**config.mk**
```make
export PLATFORM = sky130hd
export DESIGN_NAME = traffic_light_controller
export DESIGN_NICKNAME = d
export VERILOG_FILES = /design/src/rtl/traffic_light_controller.sv
export SDC_FILE = /design/constraint.sdc
export NUM_CORES = 1
export LEC_CHECK = 0
export CORE_UTILIZATION = 50
export CTS_CLUSTER_SIZE = 40
export DETAILED_ROUTE_END_ITERATION = 16
export GPL_TIMING_DRIVEN = 0
export HOLD_SLACK_MARGIN = 0.1
export PLACE_DENSITY_LB_ADDON = 0.15
export SYNTH_ARGS = -nofsm -noshare
export SYNTH_HDL_FRONTEND = slang
export SYNTH_SLANG_ARGS = --single-unit
```
**constraint.sdc**
```tcl
create_clock -name clk -period 1.8 [get_ports clk]
set_input_delay 0.36 -clock clk [delete_from_list [all_inputs] [get_ports clk]]
set_output_delay 0.36 -clock clk [all_outputs]
set_load 0.05 [all_outputs]
```
**src/rtl/traffic_light_controller.sv**
```systemverilog
// traffic_light_controller: T-junction signal controller with fixed cycle and emergency preemption
module traffic_light_controller #(
  parameter int T_GREEN  = 20,
  parameter int T_YELLOW = 3,
  parameter int T_EM     = 9
) (
  input  logic       clk,
  input  logic       reset,
  input  logic       Emergency_Left,
  input  logic       Emergency_Right,
  output logic [1:0] T1,
  output logic [1:0] T2,
  output logic       T1_WALK,
  output logic       T2_WALK,
  output logic       buzzer1,
  output logic       buzzer2
);
  typedef enum logic [2:0] {T1G, T1Y, T2G, T2Y, EM_L, EM_R} state_t;
  state_t state, next;
  logic [7:0] phase_cnt, em_cnt;
  logic normal, em_done;
  always_comb begin
    normal  = state inside {T1G, T1Y, T2G, T2Y};
    em_done = em_cnt >= 8'(T_EM - 1);
    next    = state;
    if (Emergency_Right && state != EM_R) next = EM_R;
    else if (Emergency_Left && normal) next = EM_L;
    else begin
      case (state)
        T1G:     next = phase_cnt == 8'(T_GREEN - 1)  ? T1Y : T1G;
        T1Y:     next = phase_cnt == 8'(T_YELLOW - 1) ? T2G : T1Y;
        T2G:     next = phase_cnt == 8'(T_GREEN - 1)  ? T2Y : T2G;
        T2Y:     next = phase_cnt == 8'(T_YELLOW - 1) ? T1G : T2Y;
        EM_R:    next = em_done && !Emergency_Right ? (Emergency_Left ? EM_L : T1G) : EM_R;
        EM_L:    next = em_done && !Emergency_Left ? T1G : EM_L;
        default: next = T1G;
      endcase
    end
  end
  always_ff @(posedge clk) begin
    if (reset) begin
      state     <= T1G;
      phase_cnt <= '0;
      em_cnt    <= '0;
    end else begin
      state     <= next;
      phase_cnt <= next != state ? '0 : phase_cnt + 8'd1;
      em_cnt    <= next != state ? '0 : em_cnt + {7'd0, em_cnt != 8'hff};
    end
  end
  always_comb begin
    T1      = state inside {T1G, EM_L} ? 2'b00 : state == T1Y ? 2'b01 : 2'b10;
    T2      = state inside {T2G, EM_R} ? 2'b00 : state == T2Y ? 2'b01 : 2'b10;
    T1_WALK = state == T2G;
    T2_WALK = state == T1G;
    buzzer1 = state == EM_L;
    buzzer2 = state == EM_R;
  end
endmodule

```
* Word level (Yosys, flattened, before mapping)
Cells that the tools add are included.
Storage, ports and cells: input port bits 4, output and inout port bits 8, bits in registers 19
Operators by class: equality and inequality tests 10, $lt $le $gt $ge 1, reduce and logical (&&, ||, !) cells 11, $add $sub $neg 2, multiplexer cells 14
Operators by type and width (number):
- case mux 3 bit (6 select lines) | 1
- two-way mux 3 bit | 5
- two-way mux 2 bit | 6
- adder 8 x 1 -> 8 bit | 1
- adder 8 x 1 -> 8 bit, second input constant | 1
- equality test 8 x 2 -> 1 bit, second input constant | 1
- equality test 8 x 5 -> 1 bit, second input constant | 1
- >= comparator 8 x 4 -> 1 bit, second input constant | 1
- inequality test 8 bit, second input constant | 1
- equality test 3 x 2 -> 1 bit, second input constant | 2
- equality test 3 bit, second input constant | 2
- logical AND 1 bit | 4
- nonzero test 2 bit | 2
- nonzero test 4 bit | 1
- equality test 3 x 1 -> 1 bit, second input constant | 1
- logical NOT 3 bit | 1
- inequality test 3 bit | 1
- inequality test 3 bit, second input constant | 1
- logical NOT 1 bit | 2
- two-way mux 1 bit | 2
- OR reduction 2 bit | 1

* Depth between registers and ports, before layout
Gate-level depths: netlist of run 1.
depth in word-level cells 8, depth in mapped cells 8, mapped depth without buffers 8

* Worst setup path before layout of run 1
No wires, ideal clock.
kind reg2out, start point register state[2], end point output T2[1], data arrival time 1.748 ns, buffers on the path 1, setup slack -0.308 ns, cell stages (with the launch flop) 5, required time 1.440 ns, cell sequence dfxtp_1 > buf_2 > nand2_1 > nor2_1 > a21oi_1
Between the ends: longest elaborated chain between the ends 3
RTL lines:
- from (decl) | line 19 | state_t state, next;
- from (signal assigned) | line 46 | state <= next;
- equality test 3 bit
- named net buzzer2 | line 16 | output logic buzzer2
- nonzero test 2 bit | line 53 | T2 = state inside {T2G, EM_R} ? 2'b00 : state == T2Y ? 2'b01 : 2'b10;
- two-way mux 2 bit | line 53
- to (decl) | line 12 | output logic [1:0] T2,
The timed path passes the listed nets, and every way through them passes these cells.

* Worst setup path after layout of run 1
start point input Emergency_Left, end point register em_cnt[2]
Between the ends: longest elaborated chain between the ends 8
RTL lines:
- from (decl) | line 9 | input logic Emergency_Left,
- logical NOT 1 bit | line 35 | EM_L: next = em_done && !Emergency_Left ? T1G : EM_L;
- logical AND 1 bit | line 35
- two-way mux 3 bit | line 35
- case mux 3 bit (6 select lines) | line 29 | case (state)
- two-way mux 3 bit * | line 27 | else if (Emergency_Left && normal) next = EM_L;
- two-way mux 3 bit * | line 26 | if (Emergency_Right && state != EM_R) next = EM_R;
- inequality test 3 bit * | line 48 | em_cnt <= next != state ? '0 : em_cnt + {7'd0, em_cnt != 8'hff};
- OR reduction 2 bit (no source line) *
- to (signal assigned) | line 48
- to (decl) | line 20 | logic [7:0] phase_cnt, em_cnt;
Every way passes the cells marked *; elsewhere a longest branch is shown, timed or not. A chain may end at the register's enable or synchronous reset.

==> results_dict.tcl, run 1 <==
set metrics [dict create \
    yosys.area.top_type "dfxtp_1" \
    syn_inst 123 \
    io_pins 12 \
    end_kind "flip-flop" \
    layout_common_cells "dfxtp_1 (12), nor2_1 (11), buf_2 (8), xnor2_1 (8), nor3_1 (7)" \
    r2r-end "em_cnt[2]" \
    cts_tree "built" \
    worstSetupPathType "in -> reg" \
    synth_top_family_by_area "simple AND/OR/NAND/NOR gates" \
    power_density_nw_per_um2 572 \
    min_period_over_period_pct 97.7 \
    worst-path-max-fanout 10 \
    slew_headroom_pct 50.3 \
    hold_path_class "reg -> reg" \
    grt.overflow.total 0 \
    synthAdderAreaFrac_pct 4.34 \
    gp_congestion 0.772 \
    hold_depth 1 \
    ys_warn_count 0 \
    endpoint "em_cnt[2]" \
    grt_pass1_vias 888 \
    critPathArrivalTime_ns 1.98 \
    die_w_um 50.0 \
    vdd_ir_drop_max_v 0.000358 \
    slew_viol_final 0 \
    synth_cell_types 36 \
    synthMuxAreaShare_pct 0 \
    htreeDepth 1 \
    dp_cells 162 \
    ff2ff_path_depth 7 \
    fmax_mhz 568 \
    yosys.area.top_type_share_pct 33.0 \
    cts_sinks 19 \
    async_flop_share_pct 0 \
    worstSetupStartpoint "Emergency_Left" \
    final_hold_viol_count 0 \
    required_ns 2.02 \
    grt_pass1_wl_um 4050 \
    hpwl_um 1620 \
    syn_area_um2 1150 \
    rsz0062_at_grt "yes" \
    synth-simple-area-share_pct 38.4 \
    cts_buffers 3 \
    grt_antenna_before_repair 0 \
    die_h_um 50.0 \
    nets 153 \
    grt_max_degree 12 \
    rows 17 \
    area_growth_pct 29.7 \
    die_area_um2 2500 \
    r2r_slack_ns 0.07 \
    cellLeakagePower_uw 0.000493 \
    period_minus_slack_ns 1.76 \
    synth-edff-count 0 \
    grt_use_total_pct 21.4 \
    reg2reg_from "phase_cnt[0]" \
    drive_gt1_share_pct 42.4 \
    fin_util_pct 68.2 \
    maxCapViolations 0 \
    synth-xor-area-share_pct 9.88 \
    synth_nets 131 \
    clk_path_buf_depth 2 \
    wl_per_cell_um 13.9 \
    outcome "finished clean" \
    fin_worst_skew_ns 0.00745 \
    clkLatencyLatePin_ns 0.30 \
    finalWirelength_um 2390 \
    synth_compound_area_share_pct 8.79 \
    tightestPinTransition_ns 0.746 \
    viasPerCell 5.55 \
    start_util_pct 52.6 \
    core_area_um2 2190 \
    ys_seq_area_share_pct 33.0 \
    synthTopCellsByArea "dfxtp_1 (33%), nor4_2 (7.6%), xnor2_1 (6.8%)" \
    synth_ff_type "dfxtp_1" \
    ant_nets 0 \
    drt_pass1_iterations 4 \
    vias 955 \
    drcViolationCount 0 \
    antennaDiodeCount 0 \
    start_kind "primary input" \
    fin_cells 172 \
    drt_first_iter_violations 8 \
    ys_seq_elements 19 \
    finalSetupViolCount 0 \
    tns_ns 0 \
    power_uw 856 \
    synth.avg_cell_area_um2 9.37 \
    clk_pin_slew_ns 0.12 \
    io_buffer_count 11 \
    layout_commonest_cell "dfxtp_1" \
    root_buffer "clkbuf_4" \
]
state kept, by name, indices dropped and copies added (netlist names):
register and count:
state 3, phase_cnt 8, em_cnt 8
worst max-delay path: stages:
cell and delay [ns]:
clkdlybuf4s50_1 0.53, or3_1 0.42, o31ai_1 0.12, o211ai_2 0.16
buf_6 0.18, nor4_2 0.21
what timing repair did:
| action | 4_1_cts | 5_1_grt |
|---|---|---|
| hold buffers | 0 | 0 |
| endpoints found under the setup margin | 24 | 17 |
| buffers inserted | 2 | 3 |
| cloned | 0 | 1 |
| pin swaps | 2 | 4 |
| gates resized for setup | 41 | 25 |
cells by family after synthesis:
| logic type | after synthesis |
|---|---|
| compound gates | 11 |
| xor+xnor | 13 |
| simple gates | 65 |
| flops | 19 |
| fa+ha+maj | 4 |
| buf+inv | 11 |
metrics by stage:
step | setup WS (ns) | area [um^2] | hold slack [ns]
floorplan | -0.0547 | 1170 | 0.431
global placement | -0.194 | 1320 | 0.537
detailed placement | -0.280 | 1320 | 0.536
CTS | 0.00124 | 1360 | 0.472
global route | -0.0236 | 1500 | 0.445
finish | 0.0409 | 1500 | 0.439
how the worst min path moves through the flow:
stage | start | to | slack, ns
5_1_grt | phase_cnt[0] | phase_cnt[0] | 0.45
4_1_cts | phase_cnt[0] | phase_cnt[0] | 0.47
3_5_place_dp | phase_cnt[7] | phase_cnt[7] | 0.54
2_1_floorplan | reset | em_cnt[1] | 0.43
3_3_place_gp | phase_cnt[7] | phase_cnt[7] | 0.54
6_report | phase_cnt[0] | phase_cnt[0] | 0.44
report_power, final:
group	total [uW]	internal [uW]	switching (uW)
clock	226	82.9	143
combinational	193	75.9	117
sequential	437	428	9.05
per-layer routing:
metal	global-route usage, %	vias to the layer above	routed length, um
met5	0	-	0
met2	34.4	10	1190
met4	8.57	0	21
met3	3.70	4	67
met1	27.7	457	1120
li1	-	484	-
cells in the mapped netlist (2+ instances only):
cell type,n
nor4b_2,2
nor4_1,2
nor3b_1,2
inv_1,4
buf_2,3
and3_1,2
nor3_1,9
nand3_1,7
nand4_1,5
dfxtp_1,19
ha_1,4
a21oi_1,4
nor4b_1,2
nor4_2,7
nand2_1,6
or2_2,2
nor2_1,12
xor2_1,4
buf_6,2
xnor2_1,9
final cells by class:
class	count	area [um^2]
clock inverter	1	5.00
timing repair buffer	17	158
buffer	7	62.6
inverter	4	15.0
multi-input combinational	93	801
fill	165	696
clock buffer	3	22.5
sequential	19	397
tap	28	35.0
Power figures use the tool's default switching activity.
==> inputs of run 2 (changes only) <==
--- a/config.mk
+++ b/config.mk
@@ -5,7 +5,7 @@
 export SDC_FILE = /design/constraint.sdc
 export NUM_CORES = 1
 export LEC_CHECK = 0
-export CORE_UTILIZATION = 50
+export CORE_UTILIZATION = 25
 export CTS_CLUSTER_SIZE = 40
 export DETAILED_ROUTE_END_ITERATION = 16
 export GPL_TIMING_DRIVEN = 0
==> run 2 against run 1 <==
Net effect: final cell count up 16%; register-to-register slack about the same; die area up 95%; largest cell class unchanged.
==> results_dict.tcl, run 2 (same netlist as run 1, synthesis figures left out) <==
set metrics [dict create \
    outcome "finished clean" \
    crit_path_cell_trace "inv_2 -> ha_4 -> nor4b_4 -> a2111oi_4 -> nor2_4 -> buf_8 -> nor4_2" \
    grt_max_degree 12 \
    grt_antenna_before_repair 0 \
    htreeDepth 1 \
    grt_use_total_pct 10.8 \
    fillCellCount 466 \
    slowest_delay_ns 0.44 \
    wl_per_cell_um 12.9 \
    dp_slack_ns -0.301 \
    clk_path_buf_depth 2 \
    fmax_mhz 581 \
    cts_sinks 19 \
    setup_slack_ns 0.0774 \
    ff2ff_path_depth 7 \
    nets 156 \
    antennaDiodeCount 0 \
    die_h_um 69.9 \
    start_util_pct 26.3 \
    drt_pass1_iterations 4 \
    start_kind "flip-flop" \
    layout_common_cells "nor2_1 (11), dfxtp_1 (11), buf_4 (9), buf_2 (8), xnor2_1 (8)" \
    wl_met2_um 1300 \
    drcViolationCount 0 \
    top_layer_used "met4" \
    critPathArrivalTime_ns 1.90 \
    vias 977 \
    grt_pass1_vias 905 \
    wl_met1_um 1200 \
    rsz0062_at_grt "yes" \
    fin_cells 199 \
    rows 24 \
    cellLeakagePower_uw 0.000514 \
    power_density_nw_per_um2 598 \
    required_ns 1.98 \
    min_period_over_period_pct 95.7 \
    grt_pass1_wl_um 4170 \
    root_buffer "clkbuf_8" \
    cts_tree "built" \
    final_hold_viol_count 0 \
    tightestPinTransition_ns 0.732 \
    dp_cells 186 \
    die_area_um2 4880 \
    hold_depth 2 \
    vdd_ir_drop_max_v 0.000266 \
    finalWirelength_um 2570 \
    gp_congestion 0.773 \
    power_uw 941 \
    io_buffer_count 11 \
    drt_first_iter_violations 28 \
    clkLatencyLatePin_ns 0.26 \
    fin_worst_skew_ns 0.00145 \
    finalSetupViolCount 0 \
    slew_viol_final 0 \
    maxCapViolations 0 \
    area_growth_pct 36.7 \
    drive_gt1_share_pct 47.6 \
    io_pins 12 \
    period_minus_slack_ns 1.72 \
    grt.overflow.total 0 \
    reg_top3 "em_cnt: 8 flops, phase_cnt: 8 flops, state: 3 flops" \
    critical_path.slowest_cell "a2111oi_4" \
    viasPerCell 4.91 \
    clk_pin_slew_ns 0.08 \
    cts_buffers 3 \
    hpwl_um 1870 \
    slew_headroom_pct 51.2 \
    met3_length_um 35 \
    die_w_um 69.9 \
    worst-path-max-fanout 8 \
    hold_path_class "reg -> reg" \
    ant_nets 0 \
    core_area_um2 4380 \
    worstSetupPathType "reg -> reg" \
    end_kind "flip-flop" \
]
-- run 2: critical path, delay by kind of cell, from the launching register on --
| family | cells | cell delay (ns) |
|---|---|---|
| AO/OA/AOI/OAI | 1 | 0.44 |
| AND/OR/NAND/NOR | 3 | 0.50 |
| flip-flops | 1 | 0.35 |
| adder cells (fa/ha/maj) | 1 | 0.15 |
| buffers and inverters | 2 | 0.21 |
-- run 2: what timing repair did --
item                                    CTS  global route
hold buffers                              0             0
pin swaps                                 2             8
gates cloned                              0             1
gates resized for setup                  36            35
setup buffers                             1             7
endpoints found under the setup margin   24            22
-- run 2: power breakdown --
group	switching [uW]	internal (uW)	total (uW)
clock	152	154	306
combinational	121	76.9	198
sequential	9.57	428	438
-- run 2: worst paths after layout --
path / start / slack, ns / end
setup / recovery: phase_cnt[0] / 0.08 / phase_cnt[2]
hold / removal: em_cnt[2] / 0.54 / em_cnt[2]
setup reg to reg: phase_cnt[0] / 0.08 / phase_cnt[2]
hold reg to reg: em_cnt[2] / 0.54 / em_cnt[2]
-- run 2: through the flow --
step / cell area (um^2) / hold slack [ns] / setup TNS [ns] / util (%)
2_1_floorplan: 1170 / 0.431 / -0.0547 / -
3_3_place_gp: 1350 / 0.539 / -4.46 / 30.7
3_5_place_dp: 1350 / 0.541 / -4.95 / 30.7
4_1_cts: 1420 / 0.465 / 0 / 32.3
5_1_grt: 1580 / 0.569 / -0.0672 / 35.9
6_report: 1580 / 0.543 / 0 / 35.9
-- run 2: area by class of cell --
cell class,instances,area [um^2],area share (%)
multi-input combinational,93,827,52.5
sequential,19,398,25.3
timing repair buffer,20,165,10.5
tap,52,65.1,4.13
buffer,7,58.8,3.73
clock buffer,3,41.3,2.62
inverter,4,15.0,0.953
clock inverter,1,5.00,0.318
-- run 2: layer usage --
| metal | GRT usage (%) | vias up |
|---|---|---|
| met5 | 0 | - |
| met4 | 4.67 | 0 |
| li1 | - | 496 |
| met1 | 13.4 | 472 |
| met2 | 18.1 | 4 |
| met3 | 2.16 | 5 |
